===== config.mk =====
export PLATFORM = sky130hd
export DESIGN_NAME = coin_accumulator_flat
export DESIGN_NICKNAME = d
export VERILOG_FILES = /design/src/rtl/coin_accumulator_pkg.sv /design/src/rtl/coin_accumulator_if.sv /design/src/rtl/coin_accumulator_repeat_timer.sv /design/src/rtl/coin_accumulator.sv /design/src/flat_wrapper.sv
export SDC_FILE = /design/constraint.sdc
export NUM_CORES = 1
export LEC_CHECK = 0
export CORE_MARGIN = 1
export CORE_UTILIZATION = 59
export CTS_BUF_LIST = sky130_fd_sc_hd__clkbuf_4 sky130_fd_sc_hd__clkbuf_8
export DETAILED_ROUTE_END_ITERATION = 7
export MAX_ROUTING_LAYER = met4
export PLACE_DENSITY_LB_ADDON = 0.08
export RECOVER_POWER = 100
export SLEW_MARGIN = 20
export SYNTH_ARGS = -nofsm -noshare
export SYNTH_HDL_FRONTEND = slang
export SYNTH_SLANG_ARGS = --single-unit

===== constraint.sdc =====
create_clock -name clk -period 5.7 [get_ports clk]
set_clock_uncertainty 0.2 [all_clocks]
set_input_delay 1.14 -clock clk [delete_from_list [all_inputs] [get_ports clk]]
set_output_delay 1.14 -clock clk [all_outputs]
set_load 0.02 [all_outputs]

===== src/rtl/coin_accumulator_pkg.sv =====
// Shared types and constants for the coin accumulator: FSM states,
// legal one-hot step codes, hold-bit positions and default coin values.
package coin_pkg;

  typedef enum logic [1:0] {
    IDLE    = 2'd0,
    PRESSED = 2'd1,
    REPEAT  = 2'd2
  } state_t;

  localparam logic [3:0] STEP_U = 4'b0001;
  localparam logic [3:0] STEP_L = 4'b0010;
  localparam logic [3:0] STEP_R = 4'b0100;
  localparam logic [3:0] STEP_D = 4'b1000;

  localparam int HOLD_FREEZE = 0;
  localparam int HOLD_CLEAR  = 1;

  localparam int DEF_VAL_U = 1;
  localparam int DEF_VAL_L = 5;
  localparam int DEF_VAL_R = 10;
  localparam int DEF_VAL_D = 25;

endpackage


===== src/rtl/coin_accumulator_if.sv =====
// Button-code inputs and total/status outputs of the coin accumulator.
// The debouncer side is the master; the accumulator is the slave.
interface coin_accumulator_if #(
  parameter int TOTAL_W = 16
);
  logic [3:0]         step_option;
  logic [2:0]         hold_option;
  logic [TOTAL_W-1:0] total;
  logic               saturated;
  logic               add_pulse;
  logic               repeating;

  modport master (
    output step_option, hold_option,
    input  total, saturated, add_pulse, repeating
  );

  modport slave (
    input  step_option, hold_option,
    output total, saturated, add_pulse, repeating
  );
endinterface


===== src/rtl/coin_accumulator_repeat_timer.sv =====
// Press-and-hold timer: counts cycles while enabled and strobes o_expire
// when the selected terminal count (initial delay or repeat period) is hit.
// The owner is expected to clear the counter on every expiry.
module repeat_timer #(
  parameter int DELAY  = 50000000,
  parameter int PERIOD = 10000000,
  parameter int CNT_W  = $clog2(DELAY + 1)
) (
  input  logic clk,
  input  logic rst,
  input  logic i_clear,
  input  logic i_enable,
  input  logic i_sel_period,
  output logic o_expire
);

  localparam logic [CNT_W-1:0] DELAY_TC  = CNT_W'(DELAY - 1);
  localparam logic [CNT_W-1:0] PERIOD_TC = CNT_W'(PERIOD - 1);

  logic [CNT_W-1:0] r_count;
  logic [CNT_W-1:0] w_tc;

  assign w_tc     = i_sel_period ? PERIOD_TC : DELAY_TC;
  assign o_expire = i_enable && (r_count == w_tc);

  // Cycle counter: clear has priority over counting.
  always_ff @(posedge clk or posedge rst) begin
    if (rst) begin
      r_count <= '0;
    end else if (i_clear) begin
      r_count <= '0;
    end else if (i_enable) begin
      r_count <= r_count + 1'b1;
    end
  end

endmodule


===== src/rtl/coin_accumulator.sv =====
// Coin accumulator: turns debounced one-hot button codes into coin adds
// (press edge plus press-and-hold auto-repeat) on a saturating total,
// with clear/freeze hold controls taking priority over button activity.
module coin_accumulator
  import coin_pkg::*;
#(
  parameter int TOTAL_W       = 16,
  parameter int MAX_TOTAL     = 9999,
  parameter int VAL_U         = DEF_VAL_U,
  parameter int VAL_L         = DEF_VAL_L,
  parameter int VAL_R         = DEF_VAL_R,
  parameter int VAL_D         = DEF_VAL_D,
  parameter int REPEAT_DELAY  = 50000000,
  parameter int REPEAT_PERIOD = 10000000,
  parameter int CNT_W         = $clog2(REPEAT_DELAY + 1)
) (
  input  logic              clk,
  input  logic              rst,
  coin_accumulator_if.slave bus
);

  localparam logic [TOTAL_W:0]   MAX_EXT = (TOTAL_W + 1)'(MAX_TOTAL);
  localparam logic [TOTAL_W-1:0] MAX_TOT = TOTAL_W'(MAX_TOTAL);

  state_t             r_state;
  logic [3:0]         r_step_prev;
  logic [TOTAL_W-1:0] r_total;
  logic               r_saturated;
  logic               r_add_pulse;
  logic               r_repeating;

  logic [3:0]         w_code;
  logic [TOTAL_W:0]   w_value;
  logic [TOTAL_W:0]   w_sum;
  logic               w_sat_hit;
  logic [TOTAL_W-1:0] w_total_add;
  logic               w_press;
  logic               w_hold_clear;
  logic               w_hold_freeze;
  logic               w_active;
  logic               w_expire;
  logic               w_tmr_clear;

  // Legalise the step code: anything but a single recognised bit is a release.
  always_comb begin
    w_code = 4'b0000;
    case (bus.step_option)
      STEP_U, STEP_L, STEP_R, STEP_D: w_code = bus.step_option;
      default:                        w_code = 4'b0000;
    endcase
  end

  // Coin value of the legalised code, sized for the widened adder.
  always_comb begin
    w_value = '0;
    case (w_code)
      STEP_U:  w_value = (TOTAL_W + 1)'(VAL_U);
      STEP_L:  w_value = (TOTAL_W + 1)'(VAL_L);
      STEP_R:  w_value = (TOTAL_W + 1)'(VAL_R);
      STEP_D:  w_value = (TOTAL_W + 1)'(VAL_D);
      default: w_value = '0;
    endcase
  end

  // Decode hold code by bit priority: clear beats freeze; bit 2 is ignored.
  always_comb begin
    w_hold_clear  = 1'b0;
    w_hold_freeze = 1'b0;
    casez (bus.hold_option)
      3'b?1?:  w_hold_clear  = 1'b1;
      3'b??1:  w_hold_freeze = 1'b1;
      default: begin
        w_hold_clear  = 1'b0;
        w_hold_freeze = 1'b0;
      end
    endcase
  end

  // The extra sum bit lets us detect overshoot without ever wrapping.
  assign w_sum       = {1'b0, r_total} + w_value;
  assign w_sat_hit   = (w_sum > MAX_EXT);
  assign w_total_add = w_sat_hit ? MAX_TOT : w_sum[TOTAL_W-1:0];

  assign w_press  = (w_code != 4'b0000) && (w_code != r_step_prev);
  assign w_active = (r_state != IDLE);

  // Restart the timer whenever the hold sequence is (re)started or abandoned.
  assign w_tmr_clear = w_hold_clear || w_hold_freeze || !w_active ||
                       (w_code == 4'b0000) || w_press || w_expire;

  repeat_timer #(
    .DELAY  (REPEAT_DELAY),
    .PERIOD (REPEAT_PERIOD),
    .CNT_W  (CNT_W)
  ) u_timer (
    .clk          (clk),
    .rst          (rst),
    .i_clear      (w_tmr_clear),
    .i_enable     (w_active),
    .i_sel_period (r_state == REPEAT),
    .o_expire     (w_expire)
  );

  // Control FSM with registered total, saturation flag and status strobes.
  always_ff @(posedge clk or posedge rst) begin
    if (rst) begin
      r_state     <= IDLE;
      r_step_prev <= 4'b0000;
      r_total     <= '0;
      r_saturated <= 1'b0;
      r_add_pulse <= 1'b0;
      r_repeating <= 1'b0;
    end else begin
      r_step_prev <= w_code;
      r_add_pulse <= 1'b0;
      if (w_hold_clear) begin
        r_total     <= '0;
        r_saturated <= 1'b0;
        r_state     <= IDLE;
        r_repeating <= 1'b0;
      end else if (w_hold_freeze) begin
        r_state     <= IDLE;
        r_repeating <= 1'b0;
      end else begin
        case (r_state)
          IDLE: begin
            if (w_press) begin
              r_total     <= w_total_add;
              r_saturated <= r_saturated | w_sat_hit;
              r_add_pulse <= 1'b1;
              r_state     <= PRESSED;
              r_repeating <= 1'b0;
            end
          end
          PRESSED, REPEAT: begin
            if (w_code == 4'b0000) begin
              r_state     <= IDLE;
              r_repeating <= 1'b0;
            end else if (w_press) begin
              // A fresh press outranks a coincident timer expiry.
              r_total     <= w_total_add;
              r_saturated <= r_saturated | w_sat_hit;
              r_add_pulse <= 1'b1;
              r_state     <= PRESSED;
              r_repeating <= 1'b0;
            end else if (w_expire) begin
              r_total     <= w_total_add;
              r_saturated <= r_saturated | w_sat_hit;
              r_add_pulse <= 1'b1;
              r_state     <= REPEAT;
              r_repeating <= 1'b1;
            end
          end
          default: begin
            r_state     <= IDLE;
            r_repeating <= 1'b0;
          end
        endcase
      end
    end
  end

  assign bus.total     = r_total;
  assign bus.saturated = r_saturated;
  assign bus.add_pulse = r_add_pulse;
  assign bus.repeating = r_repeating;

endmodule


===== src/flat_wrapper.sv =====
// flat-port wrapper written by rule: the top's interface ports become plain ports
module coin_accumulator_flat import coin_pkg::*;
#(
  parameter int TOTAL_W       = 16,
  parameter int MAX_TOTAL     = 9999,
  parameter int VAL_U         = DEF_VAL_U,
  parameter int VAL_L         = DEF_VAL_L,
  parameter int VAL_R         = DEF_VAL_R,
  parameter int VAL_D         = DEF_VAL_D,
  parameter int REPEAT_DELAY  = 50000000,
  parameter int REPEAT_PERIOD = 10000000,
  parameter int CNT_W         = $clog2(REPEAT_DELAY + 1)
)
  (clk, rst, bus_step_option, bus_hold_option, bus_total, bus_saturated, bus_add_pulse, bus_repeating);
  coin_accumulator_if #(.TOTAL_W(TOTAL_W)) bus_i ();
  input  logic clk;
  input  logic rst;
  input wire logic [$bits(bus_i.step_option)-1:0] bus_step_option;
  input wire logic [$bits(bus_i.hold_option)-1:0] bus_hold_option;
  output wire logic [$bits(bus_i.total)-1:0] bus_total;
  output wire logic [$bits(bus_i.saturated)-1:0] bus_saturated;
  output wire logic [$bits(bus_i.add_pulse)-1:0] bus_add_pulse;
  output wire logic [$bits(bus_i.repeating)-1:0] bus_repeating;
  assign bus_i.step_option = bus_step_option;
  assign bus_i.hold_option = bus_hold_option;
  assign bus_total = bus_i.total;
  assign bus_saturated = bus_i.saturated;
  assign bus_add_pulse = bus_i.add_pulse;
  assign bus_repeating = bus_i.repeating;
  coin_accumulator #(.TOTAL_W(TOTAL_W), .MAX_TOTAL(MAX_TOTAL), .VAL_U(VAL_U), .VAL_L(VAL_L), .VAL_R(VAL_R), .VAL_D(VAL_D), .REPEAT_DELAY(REPEAT_DELAY), .REPEAT_PERIOD(REPEAT_PERIOD), .CNT_W(CNT_W)) u_core (.clk(clk), .rst(rst), .bus(bus_i));
endmodule

==> impl_metrics.csv, run 1 <==
group,metric,value,unit
outcome,outcome,"complete, but fails checks",
outcome,violations,"capacitance limit, slew limit",
worst_setup_path,crit_top_cell,"o21ai_0",
finish,most-common-layout-cells,"dfrtp_1 (51), nor2_1 (42), o21ai_0 (30)",
cts,clk_path_buf_depth,2,
timing,max_slew_margin,-0.4825,
finish,num-fill-cells,431,
power_and_ir_drop,swShare,0.2633,
worst_setup_path,cp_max_fo,14,
synthesis,seq_area_frac_synth,0.3887,
power_and_ir_drop,p_comb_frac,0.139,
cts,numCtsBuffers,5,
cts,cts_hold_buf,0,
worst_setup_path,start_kind,"input port",
synthesis,synth.distinct_cells,64,
place,dpl.hpwl,4.628,mm
power_and_ir_drop,p_leak,1.532,nW
synthesis,synth_area,3283,µm²
worst_setup_path,crit_path_end_kind,"flop",
synthesis,synth_nets,384,
die,num_io_pins,28,
die,dieHeight,76.60,µm
power_and_ir_drop,ir_drop,130.7,µV
timing,rsz0062_at_grt,"no",
power_and_ir_drop,clkPwrFrac,0.353,
routing,antenna_left,0,
die,dieWidth,76.60,µm
synthesis,synth-async-reset-ratio,1.000,
global_route,grt_pass1_vias,2548,
run,maxCapViolations,1,
global_route,grt_max_degree,52,
place,place_congestion,0.8442,
synthesis,ys_ff_latch,51,
power_and_ir_drop,seqPwrFrac,0.508,
min_path,worstHoldPathCells,1,
finish,design_area,3675,µm²
finish,layout.nets,407,
global_route,grt_pass1_wl,11.80,mm
worst_setup_path,r2r_start,"u_core.bus.total[0]",
timing,setup_tns,0,ns
timing,maxSlewViolCount,52,
die,initial_core_util,0.6269,
power_and_ir_drop,power,0.0007432,W
timing,finalSetupViolCount,0,
synthesis,yosys-top-cells-area,"dfrtp_1 (39%), nor2_1 (4.8%), o21ai_0 (4.4%)",
finish,area_delta_synth_final,11.93,%
worst_setup_path,critPathKind,"input port to flop",
finish,layout_commonest_cell,"dfrtp_1",
timing,min_period,5.032,ns
timing,max_freq,0.1987,GHz
timing,fin_crit_sh,0.8829,
worst_setup_path,critPathArrivalTime,5.08,ns
cts,post-cts-setup-buffers,0,
place,place.port_buffers,26,
place,dpl_cell_area,3580,µm²
routing,wirelength,6.884,mm
routing,num_vias,2776,
worst_setup_path,cp.buffers_inverters,2,
cts,insertion_delay,0.31,ns
timing,tightest_slew,2.212,ns
global_route,grt_use_total,0.2546,
routing,drt_iter0_drc,167,
cts,cts.htree.levels,2,
worst_setup_path,startpoint,"bus_step_option[3]",
global_route,grt_antenna_before_repair,0,
routing,dr.pass1.iters,4,
cts,cts_tree,"built",
worst_setup_path,crit_required,5.74,ns
synthesis,ys.flop_type,"dfrtp_1",
worst_setup_path,slowest_stage,"dlygate4sd3_1",
cts,root_buffer,"clkbuf_8",
synthesis,ys_warn_count,0,
die,fp.coreArea,5238,µm²
finish,post_route_cells_drive_above_1_share,0.06170,
routing,wl_per_cell,15.00,µm
finish,fin_cells,459,
worst_setup_path,worst_path_dominant_cell_family,"compound AO/OA/AOI/OAI gates",
cts,ctsResizeCount,0,
synthesis,synth_top_area_frac,0.3887,
cts,path_clk_slew,0.09,ns
routing,route.detailed.drc,0,
timing,hold_violations,0,
worst_setup_path,cp.depth,13,
worst_setup_path,max_stage_delay,0.65,ns
global_route,grt-ovfl-total,0,
synthesis,synth_edf_count,0,
power_and_ir_drop,switchingPower,0.0001957,W
min_path,hp-class,"flop to flop",
die,dieArea,5867,µm²
die,fp-row-count,26,
synthesis,yosys.area.top_type,"dfrtp_1",
power_and_ir_drop,p_int,0.0005475,W
worst_setup_path,r2r.worst_path.cells,9,
power_and_ir_drop,p_per_area,202.3,nW/µm²
min_path,holdCritStartpoint,"u_core.bus.saturated",
cts,cts.sinks,51,
synthesis,syn_inst,365,
place,dp_cells,451,
finish,antenna_cells,0,
routing,avgViaCountPerCell,6.048,
worst_setup_path,path_cells,"dlygate4sd3_1 -> clkbuf_1 -> o21ai_0 -> a31o_1 -> and2_0 -> fa_1 -> a211oi_2 -> o21ai_0 -> a2111o_1 -> a31oi_1 -> and2b_1 -> o21a_4 -> a32o_1",
synthesis,syn_area_per_cell,8.995,µm²
through the flow:
step,util,worst slack [ns],hold WS (ns)
3_3_place_gp,0.6835,0.6734,0.2668
4_1_cts,0.7054,0.9343,0.3062
3_5_place_dp,0.6835,0.6416,0.2835
2_1_floorplan,-,1.265,0.2662
5_1_grt,0.7016,0.3807,0.3071
6_report,0.7016,0.6676,0.2939
logic make-up (layout without fill, tap and decap cells):
kind of cell / Yosys count / after routing / share of synthesized area
compound gates: 87 / 87 / 0.1921
xor+xnor: 27 / 27 / 0.07203
fa+ha+maj: 10 / 10 / 0.04040
buf+inv: 30 / 54 / 0.04420
flops: 51 / 51 / 0.3887
mux: 1 / 1 / 0.003049
simple gates: 159 / 159 / 0.2595
registers in the layout, indices dropped and copies added (netlist names):
register                count
u_core.bus.saturated        1
u_core.bus.add_pulse        1
u_core.u_timer.r_count     26
u_core.bus.total           16
u_core.r_state              2
u_core.r_step_prev          4
u_core.bus.repeating        1
routing by layer:
layer,up-vias,GRT usage,wire length (µm)
li1,1366,-,-
met1,1315,0.3636,3417
met2,85,0.3766,3028
met3,10,0.03952,352
met4,0,0.06923,85
met5,-,-,0
Yosys cell counts, drive strengths merged, types with 6 or more instances:
library cell and count:
a21oi 10, a31oi 6, a32o 7, and2 10, and3 13, buf 11, dfrtp 51, ha 9
inv 15, nand2 24, nand2b 7, nand3 14, nand4 8, nor2 42, nor3 9, o21ai 32
or3 6, xnor2 15, xor2 12
power by group through the flow:
| stage | registers [W] | clock network, W | logic [W] |
|---|---|---|---|
| CTS | 0.000378 | 0.000268 | 0.000109 |
| detailed placement | 0.000385 | 0 | 0.000108 |
| finish | 0.000378 | 0.000262 | 0.000104 |
| global placement | 0.000385 | 0 | 0.000106 |
| floorplan | 0.000391 | 0 | 0.0000679 |
| global route | 0.000380 | 0.000282 | 0.000114 |
worst reg2reg max path, delay by kind of cell (launching register included):
| family | cells | cell delay (ns) |
|---|---|---|
| compound gates | 6 | 1.57 |
| fa+ha+maj | 2 | 0.67 |
| flops | 1 | 0.41 |
| simple gates | 1 | 0.22 |
final cells by class:
type	count	area [µm²]	area share
clock buffer	6	76.32	0.02077
tap	70	87.58	0.02383
sequential	51	1276	0.3473
timing repair buffer	31	294.0	0.08001
clock inverter	2	38.79	0.01056
multi-input combinational	284	1844	0.5019
inverter	15	57.56	0.01566
path summary, 6_finish.rpt:
| check | to | slack [ns] |
|---|---|---|
| setup / recovery | u_core.bus.total[6] | 0.67 |
| hold / removal | u_core.bus.saturated | 0.29 |
| setup reg to reg | u_core.bus.total[6] | 2.55 |
| hold reg to reg | u_core.bus.saturated | 0.29 |
| max in group asynchronous | u_core.bus.total[3] | 2.64 |
| min in group asynchronous | u_core.u_timer.r_count[2] | 1.67 |
(Power assumes the default switching activity.)
==> run 2: changes to the inputs <==
--- a/config.mk
+++ b/config.mk
@@ -12,6 +12,7 @@
 export MAX_ROUTING_LAYER = met4
 export PLACE_DENSITY_LB_ADDON = 0.08
 export RECOVER_POWER = 100
+export REMOVE_ABC_BUFFERS = 1
 export SLEW_MARGIN = 20
 export SYNTH_ARGS = -nofsm -noshare
 export SYNTH_HDL_FRONTEND = slang
==> run 2 against run 1 <==
The run still ends with capacitance limit, slew limit left. First-iteration DRC count is 7.2% higher. Critical endpoint is now u_core.bus.total[12]. Sequential share of layout area up 0.15 points. Total power down 3.9%. Via count is 1.2% lower. Worst hold slack got worse by 0.013 ns. Register-to-register slack got worse by 0.06 ns. Final area decreased by 0.44%.
==> impl_metrics.csv, run 2 (synthesis results as in run 1) <==
group,metric,value,unit
outcome,outcome,"complete, but fails checks",
outcome,violations,"capacitance limit, slew limit",
finish,largest_reg_flops,26,
worst_setup_path,cp_max_fo,14,
global_route,grt_use_total,0.2499,
timing,maxSlewViolCount,52,
timing,setup_tns,0,ns
worst_setup_path,worst_path_dominant_cell_family,"compound AO/OA/AOI/OAI gates",
worst_setup_path,reg2reg_to,"u_core.bus.total[12]",
worst_setup_path,slowest_stage,"dlygate4sd3_1",
worst_setup_path,r2r.worst_path.cells,9,
timing,rsz0062_at_grt,"no",
timing,max_freq,0.1964,GHz
global_route,grt_pass1_vias,2474,
global_route,grt-ovfl-total,0,
worst_setup_path,crit_path_end_kind,"flop",
cts,cts_hold_buf,0,
power_and_ir_drop,ir_drop,128.0,µV
run,maxCapViolations,1,
global_route,grt_pass1_wl,11.48,mm
global_route,grt_antenna_before_repair,0,
min_path,worstHoldPathCells,2,
finish,num-fill-cells,420,
worst_setup_path,crit_required,5.75,ns
die,dieArea,5867,µm²
worst_setup_path,start_kind,"input port",
power_and_ir_drop,p_leak,1.524,nW
finish,regMostFlops,"u_core.u_timer.r_count",
cts,insertion_delay,0.32,ns
die,dieWidth,76.60,µm
cts,cts_tree,"built",
place,pre_cts_slack,0.6009,ns
die,fp-row-count,26,
finish,most-common-layout-cells,"dfrtp_1 (51), nor2_1 (42), o21ai_0 (29)",
routing,route.detailed.drc,0,
routing,drt_iter0_drc,179,
finish,area_delta_synth_final,11.43,%
worst_setup_path,critPathKind,"input port to flop",
timing,max_slew_margin,-0.4723,
global_route,grt_max_degree,52,
routing,wirelength,6.699,mm
routing,wl_per_cell,14.66,µm
cts,post-cts-setup-buffers,0,
place,dpl.hpwl,4.606,mm
cts,numCtsBuffers,5,
min_path,hp-class,"flop to flop",
timing,hold_violations,0,
cts,ctsResizeCount,0,
min_path,hold_end,"u_core.bus.repeating",
timing,min_period,5.091,ns
worst_setup_path,path_cells,"dlygate4sd3_1 -> clkbuf_1 -> o21ai_0 -> a31o_1 -> and2_0 -> fa_1 -> a211oi_2 -> o21ai_2 -> a2111o_1 -> a31oi_1 -> and2b_1 -> o21a_4 -> a32o_1",
cts,path_clk_slew,0.10,ns
worst_setup_path,r2r_start,"u_core.bus.total[0]",
routing,num_vias,2742,
timing,timing.final.ws_setup,0.6095,ns
timing,tightest_slew,2.196,ns
die,fp.coreArea,5238,µm²
worst_setup_path,cp.depth,13,
worst_setup_path,max_stage_delay,0.57,ns
die,num_io_pins,28,
cts,cts.htree.levels,2,
routing,antenna_left,0,
finish,layout_commonest_cell,"dfrtp_1",
cts,cts.sinks,51,
die,dieHeight,76.60,µm
min_path,holdCritStartpoint,"u_core.bus.repeating",
place,place.port_buffers,26,
cts,clk_path_buf_depth,2,
timing,fin_crit_sh,0.8931,
place,place_congestion,0.8781,
finish,layout.nets,405,
timing,finalSetupViolCount,0,
worst_setup_path,cp.buffers_inverters,2,
power_and_ir_drop,p_per_area,195.3,nW/µm²
die,initial_core_util,0.6269,
finish,antenna_cells,0,
worst_setup_path,critPathArrivalTime,5.14,ns
routing,dr.pass1.iters,4,
cts,root_buffer,"clkbuf_8",
worst_setup_path,r2r_setup_slack,2.49,ns
routing,avgViaCountPerCell,6.000,
finish,post_route_cells_drive_above_1_share,0.06202,
[run 2: worst max-delay path by stage]
| stage | start | end |
|---|---|---|
| 6_report | bus_step_option[3] | u_core.bus.total[12] |
| 5_1_grt | bus_step_option[3] | u_core.bus.total[12] |
| 4_1_cts | bus_step_option[1] | u_core.bus.total[12] |
| 3_5_place_dp | bus_step_option[1] | u_core.bus.total[3] |
| 3_3_place_gp | bus_step_option[1] | u_core.bus.total[5] |
| 2_1_floorplan | bus_step_option[3] | u_core.bus.total[11] |
[run 2: worst reg2reg max path, delay by kind of cell (launching register included)]
| kind | cells | cell delay, ns |
|---|---|---|
| fa+ha+maj | 2 | 0.67 |
| compound gates | 6 | 1.67 |
| flops | 1 | 0.41 |
| simple gates | 1 | 0.19 |
[run 2: layer usage]
| layer | global-route usage | share of wire | up-vias |
|---|---|---|---|
| met2 | 0.3721 | 0.44 | 64 |
| li1 | - | - | 1366 |
| met4 | 0.06923 | 0.0091 | 0 |
| met1 | 0.3544 | 0.50 | 1306 |
| met3 | 0.03952 | 0.044 | 6 |
| met5 | - | 0 | - |
[run 2: per-stage QoR]
stage / total power, W / instance area (µm²) / instances / hold WS, ns / utilization
global route: 0.0007448 / 3659 / 457 / 0.3130 / 0.6985
global placement: 0.0004905 / 3565 / 449 / 0.2645 / 0.6806
finish: 0.0007145 / 3659 / 457 / 0.2810 / 0.6985
floorplan: 0.0004538 / 3194 / 350 / 0.2667 / -
detailed placement: 0.0004931 / 3565 / 449 / 0.2674 / 0.6806
CTS: 0.0007257 / 3667 / 457 / 0.2911 / 0.7002
[run 2: layout make-up]
| class | count | area [µm²] | area share |
|---|---|---|---|
| clock buffers | 5 | 68.82 | 0.01881 |
| well taps | 70 | 87.58 | 0.02394 |
| clock inverters | 3 | 33.78 | 0.009234 |
| multi-input cells | 284 | 1856 | 0.5072 |
| inverters | 15 | 57.56 | 0.01573 |
| flip-flops and latches | 51 | 1276 | 0.3488 |
| repair buffers | 29 | 279.0 | 0.07627 |
[run 2: power by group]
part	internal [W]	switching, W
Sequential	0.000369	0.00000868
Clock	0.0000935	0.000139
Combinational	0.0000411	0.0000628
Total	0.000504	0.000211
==> run 3: changes to the inputs <==
--- a/config.mk
+++ b/config.mk
@@ -10,10 +10,12 @@
 export CTS_BUF_LIST = sky130_fd_sc_hd__clkbuf_4 sky130_fd_sc_hd__clkbuf_8
 export DETAILED_ROUTE_END_ITERATION = 7
 export MAX_ROUTING_LAYER = met4
-export PLACE_DENSITY_LB_ADDON = 0.08
+export PLACE_DENSITY_LB_ADDON = 0.12
 export RECOVER_POWER = 100
 export REMOVE_ABC_BUFFERS = 1
+export SKIP_CTS_REPAIR_TIMING = 1
 export SLEW_MARGIN = 20
 export SYNTH_ARGS = -nofsm -noshare
 export SYNTH_HDL_FRONTEND = slang
+export SYNTH_HIERARCHICAL = 1
 export SYNTH_SLANG_ARGS = --single-unit
==> run 3 against run 2 <==
Non-clock buffer count is 2 lower. Clock-buffer cell count stayed put. Combinational power is 42% lower. The run now ends clean. Synthesized cell count stayed put. Die area is 0.52% higher. Core utilization is 0.38 points lower. Worst setup slack better by 0.0071 ns. Register-to-register slack worse by 1.7 ns. Sequential cell count stayed put. Critical path depth is 1 lower. Synthesized area is 0.53% higher. Clock power is 11% lower.
==> impl_metrics.csv, run 3 <==
group,metric,value,unit
outcome,outcome,"complete, no violations",
synthesis,synth-async-reset-ratio,1.000,
global_route,grt_use_total,0.2645,
die,dieArea,5897,µm²
die,fp-row-count,26,
global_route,use_met2,0.4393,
synthesis,ys.flop_type,"dfrtp_1",
routing,wirelength,7.119,mm
cts,cts.htree.levels,2,
timing,max_freq,0.1967,GHz
power_and_ir_drop,ir_drop,131.5,µV
synthesis,seq_area_frac_synth,0.3867,
routing,drt_iter0_drc,124,
routing,num_vias,2814,
timing,hold_violations,0,
timing,fin_crit_sh,0.8918,
place,dpl.hpwl,4.891,mm
synthesis,synth_area,3301,µm²
timing,setup_tns,0,ns
timing,timing.final.ws_setup,0.6166,ns
cts,path_clk_slew,0.10,ns
die,dieWidth,76.80,µm
timing,finalSetupViolCount,0,
routing,dr.pass1.iters,4,
routing,wl_per_cell,15.68,µm
synthesis,syn_inst,365,
routing,antenna_left,0,
global_route,grt-ovfl-total,0,
worst_setup_path,crit_path_end_kind,"flop",
cts,root_buffer,"clkbuf_8",
timing,maxSlewViolCount,0,
synthesis,yosys-top-cells-area,"dfrtp_1 (39%), xor2_1 (4.8%), a21oi_1 (4.2%)",
synthesis,ys_ff_latch,51,
power_and_ir_drop,p_leak,1.553,nW
worst_setup_path,start_kind,"input port",
synthesis,yosys.area.top_type,"dfrtp_1",
timing,rsz0062_at_grt,"no",
global_route,grt.busiest_layer,"met2",
die,dieHeight,76.80,µm
synthesis,ys_warn_count,6,
timing,tightest_slew,1.240,ns
finish,largest_reg_flops,26,
die,fp.coreArea,5238,µm²
place,place_congestion,0.8778,
finish,antenna_cells,0,
place,place.port_buffers,26,
global_route,grt_antenna_before_repair,0,
global_route,grt_pass1_wl,12.34,mm
global_route,use_met3,0.03690,
global_route,grt_pass1_vias,2669,
synthesis,synth.distinct_cells,63,
finish,num-fill-cells,426,
die,num_io_pins,28,
finish,most-common-layout-cells,"dfrtp_1 (51), nor2_1 (32), a21oi_1 (28)",
synthesis,synthTopCellsByCount,"dfrtp_1 (51), nor2_1 (32), a21oi_1 (28), nand2_1 (21), o21ai_0 (20)",
place,pre_cts_slack,0.6142,ns
routing,route.detailed.drc,0,
routing,avgViaCountPerCell,6.198,
cts,insertion_delay,0.30,ns
global_route,grtUsageMet1,0.3372,
finish,regMostFlops,"u_core/u_timer/r_count",
finish,layout.nets,403,
worst_setup_path,crit_required,5.74,ns
synthesis,yosysMostFrequentCell,"dfrtp_1",
cts,clk_path_buf_depth,2,
die,initial_core_util,0.6302,
cts,numCtsBuffers,5,
synthesis,synth_edf_count,0,
timing,min_period,5.083,ns
finish,area_delta_synth_final,10.24,%
timing,max_slew_margin,0.1734,
finish,post_route_cells_drive_above_1_share,0.05469,
finish,layout_commonest_cell,"dfrtp_1",
worst_setup_path,cp_max_fo,13,
worst_setup_path,critPathKind,"input port to flop",
cts,cts_tree,"built",
synthesis,synth_top_area_frac,0.3867,
worst_setup_path,critPathArrivalTime,5.12,ns
power_and_ir_drop,p_per_area,174.8,nW/µm²
synthesis,syn_area_per_cell,9.043,µm²
global_route,grt_max_degree,30,
min_path,hp-class,"flop to flop",
run,maxCapViolations,0,
cts,cts.sinks,51,
run 3: power breakdown:
| part | internal, W | leakage [nW] | switching [W] |
|---|---|---|---|
| clock network | 0.0000857 | 0.0402 | 0.000123 |
| logic | 0.0000209 | 0.803 | 0.0000391 |
| registers | 0.000365 | 0.710 | 0.00000273 |
run 3: area by class of cell:
type / count / area [µm²] / share of cell area
clock buffers: 5 / 68.82 / 0.01891
repair buffers: 27 / 264.0 / 0.07256
well taps: 70 / 87.58 / 0.02407
multi-input cells: 286 / 1877 / 0.5158
flip-flops and latches: 51 / 1276 / 0.3508
inverters: 12 / 45.04 / 0.01238
clock inverters: 3 / 20.02 / 0.005502
run 3: logic make-up (layout without fill, tap and decap cells):
group / Yosys count / count (layout) / share of synthesized area
buffers and inverters: 28 / 47 / 0.04473
adder cells (fa/ha/maj): 11 / 11 / 0.04397
flip-flops: 51 / 51 / 0.3867
AND/OR/NAND/NOR: 148 / 148 / 0.2449
XOR/XNOR: 26 / 26 / 0.06899
AO/OA/AOI/OAI: 98 / 98 / 0.2009
multiplexers: 3 / 3 / 0.009856
run 3: worst max-delay path, stage by stage:
cell and delay (ns):
dlygate4sd3_1 0.79, xnor2_1 0.16, nor3_1 0.48, and2_0 0.27, fa_1 0.25, a211oi_2 0.10
o21bai_1 0.48, nand4_1 0.17, o21ai_0 0.44, o41ai_2 0.14, o21ba_2 0.46, o221a_1 0.23
run 3: metal layers:
layer	vias to the layer above	routed length (µm)
met5	-	0
met4	0	64
met3	8	244
met2	52	3583
met1	1364	3226
li1	1390	-
run 3: through the flow:
step	area [µm²]	utilization	hold WS, ns	cells	power, W
4_1_cts	3642	0.6954	0.2909	454	0.0006457
3_3_place_gp	3553	0.6785	0.2508	446	0.0004348
5_1_grt	3638	0.6947	0.3310	454	0.0006653
6_report	3638	0.6947	0.2867	454	0.0006359
2_1_floorplan	3198	-	0.2977	349	0.0004126
3_5_place_dp	3553	0.6785	0.2677	446	0.0004361
run 3: worst paths after layout:
| kind | start | to | slack (ns) | cells after the start |
|---|---|---|---|---|
| worst min register to register | u_core/bus.repeating | u_core/bus.repeating | 0.29 | 2 |
| worst min-delay path | u_core/bus.repeating | u_core/bus.repeating | 0.29 | 2 |
| min in group asynchronous | rst | u_core/r_state[1] | 1.19 | 2 |
| worst max-delay path | bus_step_option[3] | u_core/bus.total[11] | 0.62 | 12 |
| worst max register to register | u_core/r_state[0] | u_core/u_timer/r_count[21] | 0.78 | 13 |
| max in group asynchronous | rst | u_core/u_timer/r_count[6] | 3.68 | 2 |
